<file path="src/rtl/h_encoder_12_7_stream.sv">
// rtl/h_encoder_12_7_stream.sv - streaming SECDED Hamming(12,7) encoder with skid buffer
//
// Purpose:
//   Encodes 7-bit data words into 12-bit SECDED codewords (Hamming(11,7) plus
//   an overall parity bit in CW[11]), bit-compatible with h_decoder_11_7.
//   An output register and a one-entry skid register give one word per cycle
//   while keeping o_Ready a registered-flag function (no combinational path
//   from i_Ready to o_Ready).
//
// Optional feature macro: H_ENC_ERR_INJ_EN
//   Defined   : the stored codeword is encode(i_DataWord) ^ i_InjMask.
//   Undefined : i_InjMask is ignored and the codeword is always clean.
//
// Ports:
//   i_Clk        clock, rising edge
//   i_Reset      synchronous active-high reset
//   i_DataWord   data word D[6:0]
//   i_Valid      upstream data valid
//   o_Ready      encoder can accept a word this cycle
//   o_CodeWord   encoded codeword
//   o_Valid      o_CodeWord valid
//   i_Ready      downstream accepts o_CodeWord this cycle
//   o_WordCount  codewords handed off downstream, mod 2^COUNT_W
//   i_InjMask    error-injection XOR mask (optional feature only)

module h_encoder_12_7_stream #(
  parameter int COUNT_W = 16
) (
  input  logic               i_Clk,
  input  logic               i_Reset,
  input  logic [6:0]         i_DataWord,
  input  logic               i_Valid,
  output logic               o_Ready,
  output logic [11:0]        o_CodeWord,
  output logic               o_Valid,
  input  logic               i_Ready,
  output logic [COUNT_W-1:0] o_WordCount,
  input  logic [11:0]        i_InjMask
);

  // CW[k-1] holds Hamming position k; parity bits sit at positions 1,2,4,8.
  function automatic logic [11:0] encode(input logic [6:0] d);
    logic [11:0] cw;
    cw      = '0;
    cw[2]   = d[0];
    cw[4]   = d[1];
    cw[5]   = d[2];
    cw[6]   = d[3];
    cw[8]   = d[4];
    cw[9]   = d[5];
    cw[10]  = d[6];
    cw[0]   = d[0] ^ d[1] ^ d[3] ^ d[4] ^ d[6];
    cw[1]   = d[0] ^ d[2] ^ d[3] ^ d[5] ^ d[6];
    cw[3]   = d[1] ^ d[2] ^ d[3];
    cw[7]   = d[4] ^ d[5] ^ d[6];
    cw[11]  = ^cw[10:0];
    return cw;
  endfunction

  logic               out_vld_q, out_vld_d;
  logic [11:0]        out_cw_q, out_cw_d;
  logic               skid_vld_q, skid_vld_d;
  logic [11:0]        skid_cw_q, skid_cw_d;
  logic [COUNT_W-1:0] count_q, count_d;

  logic        accept;
  logic        emit;
  logic [11:0] enc_word;

`ifdef H_ENC_ERR_INJ_EN
  assign enc_word = encode(i_DataWord) ^ i_InjMask;
`else
  logic unused_inj_mask;
  assign unused_inj_mask = ^i_InjMask;
  assign enc_word        = encode(i_DataWord);
`endif

  // Ready depends only on the registered skid flag (and reset), so an
  // accept can never collide with a full skid buffer.
  assign o_Ready = !skid_vld_q && !i_Reset;
  assign accept  = i_Valid && o_Ready;
  assign emit    = out_vld_q && i_Ready;

  always_comb begin
    out_vld_d  = out_vld_q;
    out_cw_d   = out_cw_q;
    skid_vld_d = skid_vld_q;
    skid_cw_d  = skid_cw_q;
    count_d    = count_q + {{(COUNT_W-1){1'b0}}, emit};

    if (emit) begin
      if (skid_vld_q) begin
        out_cw_d   = skid_cw_q;
        skid_vld_d = 1'b0;
      end else begin
        out_vld_d  = 1'b0;
      end
    end

    // accept implies skid was empty at the start of the cycle, so the
    // skid-to-output move above and this load never target the same slot.
    if (accept) begin
      if (!out_vld_q || emit) begin
        out_vld_d = 1'b1;
        out_cw_d  = enc_word;
      end else begin
        skid_vld_d = 1'b1;
        skid_cw_d  = enc_word;
      end
    end
  end

  always_ff @(posedge i_Clk) begin
    if (i_Reset) begin
      out_vld_q  <= 1'b0;
      out_cw_q   <= '0;
      skid_vld_q <= 1'b0;
      skid_cw_q  <= '0;
      count_q    <= '0;
    end else begin
      out_vld_q  <= out_vld_d;
      out_cw_q   <= out_cw_d;
      skid_vld_q <= skid_vld_d;
      skid_cw_q  <= skid_cw_d;
      count_q    <= count_d;
    end
  end

  assign o_Valid     = out_vld_q;
  assign o_CodeWord  = out_cw_q;
  assign o_WordCount = count_q;

endmodule

</file>
<file path="config.mk">
export PLATFORM = sky130hd
export DESIGN_NAME = h_encoder_12_7_stream
export DESIGN_NICKNAME = d
export VERILOG_FILES = /design/src/rtl/h_encoder_12_7_stream.sv
export SDC_FILE = /design/constraint.sdc
export NUM_CORES = 1
export LEC_CHECK = 0
export CORE_MARGIN = 1.5
export CORE_UTILIZATION = 30
export CTS_CLUSTER_DIAMETER = 100
export DETAILED_ROUTE_END_ITERATION = 8
export GPL_TIMING_DRIVEN = 0
export PLACE_DENSITY = 0.52
export REMOVE_ABC_BUFFERS = 1
export SKIP_LAST_GASP = 1
export SYNTH_ARGS = -nofsm -noshare
export SYNTH_HDL_FRONTEND = slang
export SYNTH_SLANG_ARGS = --single-unit
</file>
<file path="constraint.sdc">
create_clock -name i_Clk -period 4.88 [get_ports i_Clk]
set_input_delay 1.22 -clock i_Clk [delete_from_list [all_inputs] [get_ports i_Clk]]
set_output_delay 1.22 -clock i_Clk [all_outputs]
set_load 0.03 [all_outputs]
</file>
* Yosys cells after proc, flatten, opt, wreduce, memory -nomap -nowiden
Index checks and enable logic that the tools add are counted.
W data, S select, Z words.
** Operators by class
- Add/sub/neg operators :: 1
- Multiplexer cells :: 11
- Bitwise logic cells :: 13
- Reduce and logical (&&, ||, !) cells :: 9
** Operator list (count)
- $mux W12 :: 4
- $add A16 B1 Y16 :: 1
- $xor A1 B1 Y1 :: 12
- $reduce_xor A11 Y1 :: 1
- $mux W1 :: 7
- $logic_and A1 B1 Y1 :: 3
- $logic_not A1 Y1 :: 3
- $reduce_and A2 Y1 :: 1
- $logic_or A1 B1 Y1 :: 1
- $not A1 Y1 :: 1
** Word-level totals
- Flip-flop bits (word level) :: 42
- Bits of input ports :: 23
- Logic and storage cells :: 39

* Longest topological paths before layout
Gate-level depths: netlist of the first run.
- Word-level depth :: 7
- Mapped depth :: 7
- Gate-level depth less buffers :: 6

* Worst setup path after synthesis of the first run
OpenSTA, ideal clock, no wires.
- Path type :: input port to output port
- From :: in i_Reset
- To :: out o_Ready
- Arrival time :: 2008 ps
- Data required time :: 3660 ps
- Slack :: 1652 ps
- Stages on the path :: 3
- Buffers on the path :: 2
- Cell sequence :: clkbuf_1 -> clkbuf_1 -> nor2_1
** On the way
- Longest elaborated chain between the ends :: 2
** Ends and longest elaborated chain
- start, declared :: line 30 : input logic i_Reset,
- $logic_not A1 Y1 :: line 80 : assign o_Ready = !skid_vld_q && !i_Reset;
- $logic_and A1 B1 Y1 :: line 80
- end, declared :: line 33 : output logic o_Ready,
Every way passes these cells.

* Worst setup path after layout of the first run
Same ends and word-level chain as after synthesis.

==> results of run 1 <==
-- layout make-up --
| cell class | instances | area [µm²] | share of cell area |
|---|---|---|---|
| multi-input cells | 142 | 976 | 0.405 |
| clock inverters | 1 | 5.00 | 0.00208 |
| flip-flops and latches | 42 | 841 | 0.349 |
| inverters | 3 | 11.3 | 0.00468 |
| repair buffers | 40 | 395 | 0.164 |
| clock buffers | 7 | 86.3 | 0.0358 |
| well taps | 75 | 93.8 | 0.0390 |
-- cell families after synthesis --
logic type               after synthesis
AO/OA/AOI/OAI                         25
XOR/XNOR                              21
adder cells (fa/ha/maj)                2
buffers and inverters                 15
flip-flops                            42
multiplexers                          21
AND/OR/NAND/NOR                       73
-- worst paths after layout --
| check | start | end | slack (ps) | cells after the start |
|---|---|---|---|---|
| min | skid_cw_q[0]$_SDFFE_PP0P_ | skid_cw_q[0]$_SDFFE_PP0P_ | 460 | 2 |
| min reg2reg | skid_cw_q[0]$_SDFFE_PP0P_ | skid_cw_q[0]$_SDFFE_PP0P_ | 460 | 2 |
| max reg2reg | skid_vld_q$_SDFF_PP0_ | o_CodeWord[0]$_SDFF_PP0_ | 3080 | 4 |
| max | i_Reset | o_Ready | 1070 | 3 |
-- cell usage after synthesis, drive strengths merged --
| library cell | count |
|---|---|
| buf | 3 |
| inv | 3 |
| clkbuf | 9 |
| and2 | 5 |
| a31o | 1 |
| nand3 | 7 |
| nand4 | 7 |
| mux2i | 20 |
| a211oi | 11 |
| a31oi | 1 |
| nor3b | 1 |
| nand2b | 1 |
| nor2b | 3 |
| or3 | 3 |
| nand3b | 1 |
| o21ai | 6 |
| and4 | 3 |
| xnor2 | 7 |
| nand2 | 6 |
| or2 | 1 |
| ha | 2 |
| xnor3 | 2 |
| xor2 | 12 |
| mux2 | 1 |
| a21oi | 6 |
| and3 | 1 |
| dfxtp | 42 |
| nor3 | 1 |
| nor2 | 33 |
-- critical path, stage by stage --
cell             delay (ps)
buf_2                   620
nor2_1                   90
clkdlybuf4s50_1         620
-- layer usage --
layer | GRT usage | share of wire | vias to the layer above
met5 | 0 | 0 | -
met4 | 0.0458 | 0.014 | 0
met3 | 0.0400 | 0.056 | 8
met2 | 0.212 | 0.45 | 37
met1 | 0.150 | 0.48 | 650
li1 | - | - | 753
-- sequential cells by signal, summed over array words and instances (netlist names) --
name         cells
o_CodeWord      12
o_Valid          1
o_WordCount     16
skid_cw_q       12
skid_vld_q       1
-- power groups by stage --
stage | sequential [mW] | clock [mW] | combinational (mW)
2_1_floorplan | 0.384 | 0 | 0.0435
3_3_place_gp | 0.368 | 0 | 0.104
3_5_place_dp | 0.368 | 0 | 0.103
4_1_cts | 0.360 | 0.245 | 0.104
5_1_grt | 0.361 | 0.260 | 0.112
6_report | 0.359 | 0.233 | 0.102
==> metrics.txt, run 1 <==
DRC=0; Synth Area in Adders=0.0134; ANT cells=0; total CTS buffers=5; sequential share of power=0.517; drt wl/cell=12.2 µm; Final Hold Fails=0; Yosys reg bits=42; DP Cell Count=302; post-synthesis simple-gate area fraction=0.192; Pwr Density=288 nW/µm²; nets=259; GRT Overall Usage=0.126; CP startpoint kind=primary input; FP Rows=28; Synth cell types=30; peak supply drop=0.136 mV; CTS Buffer Depth=2; leading cell types in the layout, fill and taps excluded=dfxtp_1 (42), clkdlybuf4s50_1 (39), nor2_1 (33); Required @ worst endpoint=3660 ps; DR vias/cell=4.67; Sw Share=0.260; initial detailed-routing violation count=25; # Post-CTS Setup Buffers=0; largest area contributor in the synthesized netlist=dfxtp_1; routed wire length=3770 µm; Root Buffer=clkbuf_8; Yosys warning total=0; main combinational cell family by area after synthesis=simple AND/OR/NAND/NOR gates; min Tclk post-route=3810 ps; Layout Cells excl Fill=310; outcome=completed; Critical Path Fanout Max=45; worst hold margin=459 ps; placeable core area=5990 µm²; Final Skew=5.05 ps; most common cell after layout, fill and taps aside=dfxtp_1; area grow syn2layout=28.6%; worst min-delay path class=reg -> reg; synth top area cells=dfxtp_1 (45%), mux2i_1 (11%), nor2_1 (6.6%); period utilization=0.780; layout cells sized above 1=0.0511; Max Slew Vio Count=0; largest net degree at the start of global routing=46; final setup fails=0; starting density of the core=0.313; sequential area share after synthesis=0.449; Max Cap Violations=0; Place WS=1050 ps; Die Y=82.0 µm; drt first pass iters=4; Tot Pwr=695 µW; post-layout worst setup margin=1070 ps; number of global-route vias before repair=1419; FMAX=0.263 GHz; Clock Latency Late Sink=290 ps; Chip Width=82.0 µm; Crit. End Element=primary output; die area=6730 µm²; Switch Pwr=181 µW; post-synthesis cell count=199; RSZ-0062 raised after global routing=false; post-DP HPWL=2520 µm; Clock transition at path regs=80 ps; Antenna Nets Post-Route=0; Util after Layout=0.402; TritonCTS Sinks=42; Resized Gates After CTS=0; crit path DAT=2590 ps; P_leak=1.00 nW; Final Instance Area=2410 µm²; RePlAce Congestion=0.715; xor-xnor portion of the synthesized cell area=0.117; Syn Area/Cell=9.41 µm²; grt total ovfl=0; setup TNS=0 ps; I/O Buffers=40; first-pass GRT wire length=6440 µm; area of placed instances=2320 µm²; Pint=514 µW; TritonCTS clock tree=built; # IOs=53; post-synth top area share=0.449; Post-CTS Hold Fix Bufs=0; Comb power frac=0.147; CTS H-tree depth=2; initial antenna violation count=0; mux cell area share after synthesis=0.113; Clock power frac=0.336; Compound-Gate Fraction of Synth Area=0.0842; critical path class=in -> out; Worst Tran Pin Value=894 ps; Slew headroom=0.404; number of fillers in the final layout=606; DR vias=1448; Mapped Area=1870 µm²
Note: power is estimated with default switching activity, not from simulation.
==> run 2: changes to the inputs <==
clock period = 3.62 ns   (was 4.88 ns; I/O delays follow)
==> results of run 2 <==
The final DEF is identical to that of run 1. Status: completed.
Among the figures that moved: setup slack after placement 1050 ps -> 423 ps; setup slack after layout 1070 ps -> 444 ps; register-to-register setup slack 3080 ps -> 1820 ps; total power 0.695 mW -> 0.937 mW; worst IR drop on VDD 0.136 mV -> 0.184 mV
